`src/rtl/boron_key_sequencer_dec.sv`:
```
// Backward BORON key schedule: replays round keys K[NUM_ROUNDS] down to K[0]
// from the final-round key, one key per two cycles, with a valid/ready output.

module s_box_decryption (
   input  logic [3:0] data_i,
   output logic [3:0] data_o
);
   always_comb begin
      data_o = 4'h0;
      case (data_i)
         4'h0: data_o = 4'hA;
         4'h1: data_o = 4'h3;
         4'h2: data_o = 4'h9;
         4'h3: data_o = 4'hE;
         4'h4: data_o = 4'h1;
         4'h5: data_o = 4'hD;
         4'h6: data_o = 4'hF;
         4'h7: data_o = 4'h4;
         4'h8: data_o = 4'hC;
         4'h9: data_o = 4'h5;
         4'hA: data_o = 4'h7;
         4'hB: data_o = 4'h2;
         4'hC: data_o = 4'h6;
         4'hD: data_o = 4'h8;
         4'hE: data_o = 4'h0;
         4'hF: data_o = 4'hB;
         default: data_o = 4'h0;
      endcase
   end
endmodule

// Handshake: a round key transfers on a rising edge where rk_valid and
// rk_ready are both high; rk_valid, round_key and round_idx hold until then.
module boron_key_sequencer_dec #(
   parameter int NUM_ROUNDS = 25
) (
   input  logic        clk,
   input  logic        rst,
   input  logic        start,
   input  logic [79:0] key_in,
   input  logic        flush,
   input  logic        rk_ready,
   output logic        rk_valid,
   output logic [63:0] round_key,
   output logic [4:0]  round_idx,
   output logic        busy,
   output logic        done,
   output logic [1:0]  o_dbg_state
);
   typedef enum logic [1:0] {
      ST_IDLE = 2'd0,
      ST_EMIT = 2'd1,
      ST_STEP = 2'd2
   } state_t;

   localparam logic [4:0] LP_FIRST = 5'(NUM_ROUNDS);

   state_t      r_state;
   logic [79:0] r_kreg;
   logic [4:0]  r_ctr;
   logic        r_rk_valid;
   logic        r_busy;
   logic        r_done;

   logic [4:0]  w_rc;
   logic [3:0]  w_sinv;
   logic [79:0] w_t;
   logic [79:0] w_inv;

   // Undo the forward round: strip the round constant of round r-1,
   // invert the S-box on the low nibble, then rotate right by 13.
   assign w_rc  = r_ctr - 5'd1;
   assign w_t   = {r_kreg[79:64], r_kreg[63:59] ^ w_rc, r_kreg[58:4], w_sinv};
   assign w_inv = {w_t[12:0], w_t[79:13]};

   s_box_decryption u_sinv (
      .data_i (r_kreg[3:0]),
      .data_o (w_sinv)
   );

   always_ff @(posedge clk or posedge rst) begin
      if (rst) begin
         r_state    <= ST_IDLE;
         r_kreg     <= 80'd0;
         r_ctr      <= 5'd0;
         r_rk_valid <= 1'b0;
         r_busy     <= 1'b0;
         r_done     <= 1'b0;
      end else begin
         r_done <= 1'b0;
         if (flush) begin
            r_state    <= ST_IDLE;
            r_rk_valid <= 1'b0;
            r_busy     <= 1'b0;
         end else begin
            case (r_state)
               ST_IDLE: begin
                  if (start) begin
                     r_kreg     <= key_in;
                     r_ctr      <= LP_FIRST;
                     r_state    <= ST_EMIT;
                     r_rk_valid <= 1'b1;
                     r_busy     <= 1'b1;
                  end
               end
               ST_EMIT: begin
                  if (rk_ready) begin
                     r_rk_valid <= 1'b0;
                     if (r_ctr == 5'd0) begin
                        r_state <= ST_IDLE;
                        r_busy  <= 1'b0;
                        r_done  <= 1'b1;
                     end else begin
                        r_state <= ST_STEP;
                     end
                  end
               end
               ST_STEP: begin
                  r_kreg     <= w_inv;
                  r_ctr      <= w_rc;
                  r_state    <= ST_EMIT;
                  r_rk_valid <= 1'b1;
               end
               default: begin
                  r_state    <= ST_IDLE;
                  r_rk_valid <= 1'b0;
                  r_busy     <= 1'b0;
               end
            endcase
         end
      end
   end

   assign rk_valid    = r_rk_valid;
   assign round_key   = r_kreg[63:0];
   assign round_idx   = r_ctr;
   assign busy        = r_busy;
   assign done        = r_done;
   assign o_dbg_state = r_state;
endmodule

```
`config.mk`:
```
export PLATFORM = sky130hd
export DESIGN_NAME = boron_key_sequencer_dec
export DESIGN_NICKNAME = d
export VERILOG_FILES = /design/src/rtl/boron_key_sequencer_dec.sv
export SDC_FILE = /design/constraint.sdc
export NUM_CORES = 1
export LEC_CHECK = 0
export ABC_AREA = 1
export CELL_PAD_IN_SITES_DETAIL_PLACEMENT = 2
export CELL_PAD_IN_SITES_GLOBAL_PLACEMENT = 2
export CORE_MARGIN = 2
export CORE_UTILIZATION = 26
export CTS_CLUSTER_DIAMETER = 60
export CTS_CLUSTER_SIZE = 40
export DETAILED_ROUTE_END_ITERATION = 8
export MAX_ROUTING_LAYER = met4
export PLACE_DENSITY = 0.78
export SLEW_MARGIN = 20
export SYNTH_ARGS = -nofsm -noshare
export SYNTH_HDL_FRONTEND = slang
export SYNTH_SLANG_ARGS = --single-unit
```
`constraint.sdc`:
```
create_clock -name clk -period 3.6 [get_ports clk]
set_clock_uncertainty 0.05 [all_clocks]
set_input_delay 0.54 -clock clk [delete_from_list [all_inputs] [get_ports clk]]
set_output_delay 0.54 -clock clk [all_outputs]
set_load 0.05 [all_outputs]
```
==> run_results.csv, run 1 <==
group,metric,value,unit
setup_path,crit_family,"buffers and inverters",
setup_path,slowest_stage,"clkdlybuf4s50_1",
timing,rsz0062_at_grt,"false",
clock_network,cts_max_level,3,
clock_network,clock_latency,0.34,ns
routing,drc,0,
die,row_count,50,
routing,drt_iter0_drc,152,
grt,antenna_found_initial,1,
die,die_x,143,um
setup_path,start_kind,"register",
clock_network,cts_hold_buf,0,
timing,period_share,0.643,
pwr,combPwrFrac,0.503,
setup_path,cp.depth,1,
logic_synthesis,yosysWarnings,0,
clock_network,root_buffer,"clkbuf_16",
setup_path,critPathMaxStageDelay,0.88,ns
timing,fmax,0.432,GHz
routing,viasPerCell,4.50,
pwr,netSwitchingFraction,0.475,
logic_synthesis,synth_flop_cell,"dfrtp_1",
setup_path,critPathKind,"register to output port",
clock_network,cts_setup_buffers,0,
logic_synthesis,synthesis.instances,662,
logic_synthesis,ys_seq_elements,90,
pwr,seqPwrFrac,0.326,
timing,worstMarginPinSlew,0.635,ns
pwr,vdd_drop_max,300,uV
place,gp_congestion,0.793,
setup_path,path_buf_inv,1,
cells_and_area,final_nets,832,
timing,finalSetupTns,0,ns
logic_synthesis,synth.cells.most_frequent,"183 x nand2_1, 99 x o21ai_0, 90 x dfrtp_1",
clock_network,cts_buffers,9,
cells_and_area,drive_gt1_frac,0.0325,
logic_synthesis,synthTopCellsByArea,"dfrtp_1 45%, nand2_1 14%, o21ai_0 9.8%",
setup_path,crit_required,3.01,ns
routing,vias,4501,
logic_synthesis,synth_edf_count,0,
grt,grt_pass1_vias,5023,
logic_synthesis,synth_area_per_cell,7.62,sq um
routing,wl_per_cell,17.3,um
grt,grt_start_max_net_pins,65,
die,core,18900,sq um
timing,fin_ws,1.29,ns
logic_synthesis,synth.most_common_cell,"nand2_1",
logic_synthesis,synth_async_sr_flop_share,1.00,
routing,dr.pass1.iters,4,
clock_network,clock_path_buffers,2,
timing,finalHoldViolations,0,
pwr,clockPowerShare,0.171,
setup_path,cp_cell_sequence,"clkdlybuf4s50_1",
place,place_ws,0.979,ns
clock_network,cts_resized,0,
pwr,static-leakage-power,3.00,nW
pwr,p_per_area,751,nW/um^2
logic_synthesis,synth.top_cell.area_share,0.446,
die,die_area,20500,sq um
logic_synthesis,ys_types,24,
status,status,"finished clean",
die,pin_count,159,
routing,totalWireLength,17300,um
cells_and_area,syn_to_final_growth,31.2,%
place,hpwlAfterDp,12800,um
logic_synthesis,synth_fp_nets,756,
clock_network,tritoncts,"done",
routing,ant_nets,0,
hold_path,hold_class,"register to register",
setup_path,cp-end-kind,"output port",
setup_path,worst-path-max-fanout,9,
hold_path,holdPathStages,2,
timing,relSlewSlack,0.577,
setup_path,ff2ff_path_depth,7,
job,maxCapViolCount,0,
logic_synthesis,syn-cell-area,5040,sq um
grt,grt_overflow,0,
timing,finalCriticalPeriod,2.31,ns
pwr,switchingPower,2.36,mW
die,fp.dieH,143,um
setup_path,cp.arrival,1.72,ns
logic_synthesis,ys_seq_area_frac,0.446,
logic_synthesis,yosys.area.top_type,"dfrtp_1",
pwr,intPower,2.61,mW
clock_network,clk_pin_slew,0.06,ns
grt,track_usage,0.177,
die,initial_core_util,0.267,
timing,drv_slew,0,
grt,grt_pass1_wl,27400,um
place,portBuffers,158,
clock_network,cts.sinks,90,
timing,setup_viol,0,
## cell families (layout without fill, tap and decap cells)
| group | Yosys count | count (layout) | synth area share |
|---|---|---|---|
| simple gates | 239 | 239 | 0.186 |
| buf+inv | 173 | 250 | 0.187 |
| compound gates | 149 | 149 | 0.155 |
| flops | 90 | 90 | 0.446 |
| fa+ha+maj | 9 | 9 | 0.0223 |
| xor+xnor | 2 | 2 | 0.00347 |
| other cells | 0 | 1 | 0 |
## worst reg2reg max path, cell delays in order (launching register included)
cell and delay (ns):
dfrtp_1 0.43, inv_1 0.12, nand3b_2 0.13, nand2_4 0.15
inv_4 0.52, buf_12 0.33, nor2_1 0.11, a31oi_1 0.17
## per-layer routing
metal  track usage  vias up  part of all wire
li1              -     2179                 -
met1         0.224     2197              0.45
met2         0.295      116              0.49
met3        0.0353        9             0.052
met4        0.0433        0            0.0078
met5             -        -                 0
## placed cells by master, fill, tap and decap left out, types with 14 or more instances in the layout
cell	instances
clkdlybuf4s50_1	158
nor2_1	36
nand3_1	16
nand2_1	182
inv_1	71
a31oi_1	21
o21ai_0	99
o21ai_1	14
dfrtp_1	90
## stage by stage
step	total power [mW]	instance area (sq um)	hold slack, ns	util	instances
finish	4.97	6620	0.434	0.350	1000
global route	5.28	6620	0.467	0.350	1000
CTS	5.03	6610	0.438	0.350	999
detailed placement	4.16	6370	0.423	0.337	987
global placement	4.07	6370	0.412	0.337	987
floorplan	3.54	5040	0.403	-	662
## flip-flops by register name, indices dropped and copies added (netlist names)
register,flops
done,1
round_idx,5
o_dbg_state,2
rk_valid,1
r_kreg,80
busy,1
## power groups by stage
| stage | registers, mW | logic (mW) | clock network (mW) |
|---|---|---|---|
| finish | 1.62 | 2.50 | 0.850 |
| global route | 1.68 | 2.69 | 0.912 |
| CTS | 1.63 | 2.53 | 0.869 |
| detailed placement | 1.64 | 2.52 | 0 |
| global placement | 1.63 | 2.45 | 0 |
| floorplan | 1.59 | 1.95 | 0 |
## final cells by class
class / count / area (sq um)
inverters: 75 / 287
clock buffers: 11 / 243
multi-input cells: 399 / 1860
flip-flops and latches: 90 / 2250
diodes: 1 / 2.50
well taps: 260 / 325
fillers: 2173 / 12300
clock inverters: 1 / 5.00
repair buffers: 163 / 1640
## worst paths after layout
| path | startpoint | endpoint | slack (ns) |
|---|---|---|---|
| max reg2reg | o_dbg_state[1]$_DFFE_PP0P_ | r_kreg[20]$_DFFE_PP0P_ | 1.50 |
| max | r_kreg[2]$_DFFE_PP0P_ | round_key[2] | 1.29 |
| max in group asynchronous | rst | r_kreg[15]$_DFFE_PP0P_ | 2.24 |
| min | r_kreg[67]$_DFFE_PP0P_ | r_kreg[67]$_DFFE_PP0P_ | 0.43 |
| min in group asynchronous | rst | r_kreg[69]$_DFFE_PP0P_ | 0.59 |
| min reg2reg | r_kreg[67]$_DFFE_PP0P_ | r_kreg[67]$_DFFE_PP0P_ | 0.43 |
(Power assumes the default switching activity.)
==> run 2, diff against run 1 <==
==> constraint.sdc (replaced) <==
create_clock -name clk -period 2.2 [get_ports clk]
set_clock_uncertainty 0.05 [all_clocks]
set_input_delay 0.33 -clock clk [delete_from_list [all_inputs] [get_ports clk]]
set_output_delay 0.33 -clock clk [all_outputs]
set_load 0.05 [all_outputs]
==> run 2 against run 1 <==
Against the previous run:
- cell count up 1.1%
- sequential power up 63%
- worst setup slack got worse by 1.2 ns
- final area rose by 2.7%
- wire length shrank 0.28%
- global-route usage barely moved
- combinational power up 66%
- register-to-register slack worse by 0.98 ns
- clock power increased by 80%
- critical endpoint is now round_key[1]
- utilization grew 0.94 points
==> run_results.csv, run 2 (synthesized netlist as in run 1, its figures left out) <==
group,metric,value,unit
clock_network,clock_latency,0.35,ns
setup_path,worst-path-max-fanout,7,
clock_network,cts_resized,0,
setup_path,reg2reg_from,"r_kreg[1]$_DFFE_PP0P_",
die,pin_count,159,
routing,m1WireLength,7710,um
routing,dr.pass1.iters,4,
timing,finalHoldViolations,0,
routing,viasPerCell,4.47,
place,hpwlAfterDp,13000,um
routing,drc,0,
setup_path,cp_cell_sequence,"clkdlybuf4s50_1",
setup_path,cp.arrival,1.72,ns
timing,rsz0062_at_grt,"false",
clock_network,root_buffer,"clkbuf_16",
grt,grt_overflow,0,
setup_path,critPathMaxStageDelay,0.88,ns
setup_path,r2r_slack,0.52,ns
setup_path,crit_family,"buffers and inverters",
pwr,p_total,8.32,mW
grt,antenna_found_initial,0,
routing,ant_nets,0,
clock_network,clk_pin_slew,0.07,ns
clock_network,tritoncts,"done",
routing,drt_iter0_drc,152,
cells_and_area,nFillCells,2196,
cells_and_area,syn_to_final_growth,34.7,%
setup_path,cp-end-kind,"output port",
timing,drv_slew,0,
pwr,static-leakage-power,3.09,nW
grt,grt_pass1_wl,27300,um
cells_and_area,layout_common_cells,"182 x nand2_1, 156 x clkdlybuf4s50_1, 99 x o21ai_0",
setup_path,path_buf_inv,1,
setup_path,slowest_stage,"clkdlybuf4s50_1",
pwr,vdd_drop_max,537,uV
die,die_x,143,um
grt,grt_start_max_net_pins,52,
timing,finalSetupTns,0,ns
place,gp_congestion,0.825,
clock_network,cts_hold_buf,0,
clock_network,cts_buffers,9,
die,die_area,20500,sq um
timing,finalCriticalPeriod,2.10,ns
clock_network,cts_setup_buffers,0,
timing,relSlewSlack,0.630,
die,fp.dieH,143,um
routing,wl_met3,992,um
grt,grt_pass1_vias,4999,
place,place_ws,0.251,ns
cells_and_area,stdcell_area,6790,sq um
routing,highest_layer,"met4",
cells_and_area,diodes,0,
routing,vias,4518,
setup_path,critPathKind,"register to output port",
job,maxCapViolCount,0,
status,status,"finished clean",
die,core,18900,sq um
die,initial_core_util,0.267,
timing,hold_slack,0.255,ns
timing,fmax,0.475,GHz
timing,setup_viol,0,
cells_and_area,final_nets,840,
routing,routed-wl-met2,8340,um
routing,wl_per_cell,17.0,um
cells_and_area,mostFrequentLayoutCell,"nand2_1",
cells_and_area,regMostFlops,"r_kreg",
setup_path,regToRegEndpoint,"r_kreg[70]$_DFFE_PP0P_",
place,portBuffers,158,
pwr,p_per_area,1220,nW/um^2
clock_network,cts_max_level,3,
routing,totalWireLength,17200,um
setup_path,start_kind,"register",
cells_and_area,largest_reg_flops,80,
timing,period_share,0.956,
setup_path,crit_required,1.82,ns
place,postPlaceCellArea,6500,sq um
cells_and_area,drive_gt1_frac,0.0506,
setup_path,ff2ff_path_depth,8,
timing,fin_ws,0.0966,ns
hold_path,hold_class,"input port to asynchronous set/reset pin",
grt,track_usage,0.177,
clock_network,clock_path_buffers,2,
timing,worstMarginPinSlew,0.554,ns
die,row_count,50,
clock_network,cts.sinks,90,
[run 2: worst max path at each step]
stage               slack (ns)                      from                     end  cells past startpoint
CTS                       0.05     r_kreg[2]$_DFFE_PP0P_            round_key[2]                      1
global placement          0.32                     flush  r_kreg[18]$_DFFE_PP0P_                      6
floorplan                 0.52  round_idx[0]$_DFFE_PP0P_  r_kreg[48]$_DFFE_PP0P_                      7
detailed placement        0.25                     flush  r_kreg[45]$_DFFE_PP0P_                      7
finish                     0.1     r_kreg[1]$_DFFE_PP0P_            round_key[1]                      1
global route              0.04     r_kreg[1]$_DFFE_PP0P_            round_key[1]                      1
[run 2: report_power, final]
group,internal [mW],switching [mW],total [mW]
Sequential,2.20,0.445,2.64
Combinational,1.35,2.80,4.15
Clock,0.855,0.674,1.53
[run 2: final cells by class]
| cell class | count | area [sq um] | share of cell area |
|---|---|---|---|
| Timing Repair Buffer | 171 | 1780 | 0.262 |
| Sequential cell | 90 | 2250 | 0.331 |
| Inverter | 75 | 288 | 0.0424 |
| Clock buffer | 12 | 267 | 0.0392 |
| Tap cell | 260 | 325 | 0.0479 |
| Multi-Input combinational cell | 399 | 1860 | 0.273 |
| Clock inverter | 4 | 25.0 | 0.00368 |
[run 2: layer usage]
layer,global-route usage,up-vias
met4,0.0433,0
met5,-,-
met1,0.223,2194
li1,-,2193
met3,0.0390,11
met2,0.292,120
[run 2: metrics by stage]
step | util | cells
global route | 0.360 | 1011
finish | 0.360 | 1011
detailed placement | 0.344 | 995
CTS | 0.359 | 1011
global placement | 0.344 | 995
floorplan | - | 662
==> run 3, diff against run 2 <==
--- a/config.mk
+++ b/config.mk
@@ -5,7 +5,7 @@
 export SDC_FILE = /design/constraint.sdc
 export NUM_CORES = 1
 export LEC_CHECK = 0
-export ABC_AREA = 1
+export ABC_AREA = 0
 export CELL_PAD_IN_SITES_DETAIL_PLACEMENT = 2
 export CELL_PAD_IN_SITES_GLOBAL_PLACEMENT = 2
 export CORE_MARGIN = 2
@@ -14,7 +14,7 @@
 export CTS_CLUSTER_SIZE = 40
 export DETAILED_ROUTE_END_ITERATION = 8
 export MAX_ROUTING_LAYER = met4
-export PLACE_DENSITY = 0.78
+export PLACE_DENSITY = 0.77
 export SLEW_MARGIN = 20
 export SYNTH_ARGS = -nofsm -noshare
 export SYNTH_HDL_FRONTEND = slang
==> run 3 against run 2 <==
Against the previous run:
- flip-flop and latch count did not move
- die area fell by 3.5%
- cell count fell by 11%
- final area fell by 3.4%
- largest power group is now sequential cells
- area after synthesis fell by 3.6%
- register-to-register slack got worse by 0.21 ns
- hold slack improved by 0.17 ns
- non-clock buffer count rose by 2
- synthesized cell count fell by 12%
- highest routed layer unchanged
- critical path depth did not move
- utilization fell by 0.50 points
- via count fell by 4.6%
- critical endpoint is now round_idx[0]
- critical path type unchanged
==> run_results.csv, run 3 <==
group,metric,value,unit
routing,vias,4308,
clock_network,cts_max_level,3,
setup_path,crit_family,"buffers and inverters",
setup_path,critPathMaxStageDelay,0.87,ns
cells_and_area,largest_reg_flops,80,
routing,wl_per_cell,19.5,um
hold_path,hold_class,"input port to asynchronous set/reset pin",
routing,totalWireLength,17600,um
logic_synthesis,ys_seq_area_frac,0.463,
timing,finalCriticalPeriod,2.08,ns
grt,grt_start_max_net_pins,91,
setup_path,r2r_slack,0.31,ns
setup_path,crit_required,1.82,ns
cells_and_area,layout_common_cells,"153 x nand2_1, 153 x clkdlybuf4s50_1, 90 x dfrtp_1",
job,maxCapViolCount,0,
setup_path,cp_cell_sequence,"clkdlybuf4s50_1",
place,hpwlAfterDp,13400,um
setup_path,regToRegEndpoint,"r_kreg[68]$_DFFE_PP0P_",
timing,finalSetupTns,0,ns
logic_synthesis,synthesis.instances,582,
logic_synthesis,synth_area_per_cell,8.35,sq um
die,core,18500,sq um
logic_synthesis,yosys.area_share.simple,0.209,
setup_path,cp.depth,1,
routing,viasPerCell,4.78,
place,portBuffers,158,
timing,worstMarginPinSlew,0.563,ns
setup_path,start_kind,"register",
setup_path,worst-path-max-fanout,6,
logic_synthesis,synthMuxAreaShare,0.00875,
logic_synthesis,synth_compound_area_frac,0.134,
logic_synthesis,synth_edf_count,0,
setup_path,ff2ff_path_depth,6,
grt,grt_pass1_vias,4744,
clock_network,tritoncts,"done",
clock_network,cts_hold_buf,0,
grt,grt_overflow,0,
grt,track_usage,0.187,
logic_synthesis,synth.most_common_cell,"nand2_1",
cells_and_area,diodes,0,
logic_synthesis,synth_async_sr_flop_share,1.00,
logic_synthesis,synth.cells.most_frequent,"153 x nand2_1, 90 x dfrtp_1, 88 x nor2_1",
routing,highest_layer,"met4",
cells_and_area,fin_util,0.355,
place,gp_congestion,0.849,
grt,grt_pass1_wl,27600,um
routing,dr.pass1.iters,5,
setup_path,reg2reg_from,"r_kreg[0]$_DFFE_PP0P_",
logic_synthesis,synthAdderAreaFrac,0.0232,
clock_network,root_buffer,"clkbuf_16",
logic_synthesis,yosys.area.top_type,"dfrtp_1",
setup_path,critPathKind,"register to output port",
die,pin_count,159,
cells_and_area,regMostFlops,"r_kreg",
die,die_x,141,um
die,initial_core_util,0.263,
logic_synthesis,synth_flop_cell,"dfrtp_1",
die,row_count,50,
logic_synthesis,synth_fp_nets,676,
pwr,vdd_drop_max,381,uV
logic_synthesis,syn-cell-area,4860,sq um
cells_and_area,syn_to_final_growth,35.0,%
logic_synthesis,synth_top_family_by_area,"simple AND/OR/NAND/NOR gates",
logic_synthesis,ys_types,31,
logic_synthesis,yosysWarnings,0,
routing,m1WireLength,7910,um
clock_network,clock_path_buffers,2,
clock_network,cts_buffers,9,
setup_path,path_buf_inv,1,
die,fp.dieH,141,um
routing,routed-wl-met2,8710,um
timing,relSlewSlack,0.620,
logic_synthesis,synth_xor_area_frac,0.0201,
setup_path,cp.arrival,1.70,ns
routing,drc,0,
clock_network,clk_pin_slew,0.07,ns
setup_path,cp-end-kind,"output port",
cells_and_area,final_nets,758,
cells_and_area,drive_gt1_frac,0.0584,
timing,drv_slew,0,
logic_synthesis,ys_seq_elements,90,
routing,drt_iter0_drc,177,
grt,antenna_found_initial,0,
setup_path,setup.worst_path.end,"round_idx[0]",
status,status,"finished clean",
cells_and_area,nFillCells,2055,
logic_synthesis,synth.top_cell.area_share,0.463,
clock_network,cts_setup_buffers,0,
die,die_area,19800,sq um
clock_network,clock_latency,0.34,ns
setup_path,slowest_stage,"clkdlybuf4s50_1",
setup_path,cp-startpoint,"round_idx[0]$_DFFE_PP0P_",
pwr,p_per_area,902,nW/um^2
pwr,static-leakage-power,2.71,nW
timing,setup_viol,0,
timing,period_share,0.946,
routing,ant_nets,0,
timing,finalHoldViolations,0,
timing,fmax,0.481,GHz
routing,wl_met3,742,um
timing,rsz0062_at_grt,"false",
clock_network,cts.sinks,90,
logic_synthesis,synthTopCellsByArea,"dfrtp_1 46%, nand2_1 12%, buf_4 10%",
run 3: cell count changes after synthesis, moves of 4 or more:
cell	change
o21ai_0	-90
inv_1	-63
nor2_1	+52
nand3_1	-16
clkbuf_1	+7
nand2_1	-30
a31oi_1	+51
o21ai_1	-14
a21oi_1	+5
o211ai_1	+4
run 3: cell type report:
| cell class | instances | area (sq um) | area share |
|---|---|---|---|
| flip-flops and latches | 90 | 2250 | 0.343 |
| repair buffers | 173 | 1790 | 0.272 |
| well taps | 234 | 293 | 0.0446 |
| clock buffers | 10 | 229 | 0.0349 |
| multi-input cells | 381 | 1930 | 0.293 |
| clock inverters | 5 | 40.0 | 0.00610 |
| inverters | 9 | 37.5 | 0.00572 |
run 3: timing repair:
item	in CTS	in global routing
gates resized for setup	1	1
cloned	0	0
setup endpoints to repair	1	1
run 3: worst min path at each step:
stage	from	slack [ns]	cells after the start	to
after global routing	rst	0.50	3	r_kreg[27]$_DFFE_PP0P_
after global placement	r_kreg[68]$_DFFE_PP0P_	0.42	2	r_kreg[68]$_DFFE_PP0P_
final	rst	0.43	3	r_kreg[27]$_DFFE_PP0P_
after detailed placement	r_kreg[68]$_DFFE_PP0P_	0.43	2	r_kreg[68]$_DFFE_PP0P_
after CTS	r_kreg[68]$_DFFE_PP0P_	0.45	2	r_kreg[68]$_DFFE_PP0P_
after floorplan	flush	0.34	1	busy$_DFFE_PP0P_
run 3: power breakdown:
group          switching [mW]  internal (mW)
sequential              0.308           1.95
clock                   0.676          0.766
combinational            1.41          0.818
run 3: cells by family after synthesis:
kind of cell | count (synthesis)
and+or+nand+nor | 255
DFF | 90
xor gates and xnor gates | 8
adders and majority gates | 9
AOI/OAI and AO/OA | 106
buffers and inverters | 111
muxes | 3
run 3: routing by layer:
layer  GRT usage  vias to the layer above
met4      0.0516                        0
met3      0.0275                       16
met5           -                        -
met2       0.313                      125
li1            -                     2025
met1       0.237                     2142
run 3: metrics by stage:
step | cell area (sq um) | worst slack, ns | cells | total power [mW] | hold slack (ns)
2_1_floorplan | 4870 | 0.376 | 582 | 3.89 | 0.343
3_3_place_gp | 6300 | 0.297 | 887 | 4.44 | 0.421
3_5_place_dp | 6300 | 0.187 | 887 | 4.53 | 0.434
4_1_cts | 6560 | 0.0309 | 902 | 6.00 | 0.450
5_1_grt | 6570 | 0.0399 | 902 | 6.22 | 0.496
6_report | 6570 | 0.119 | 902 | 5.92 | 0.426
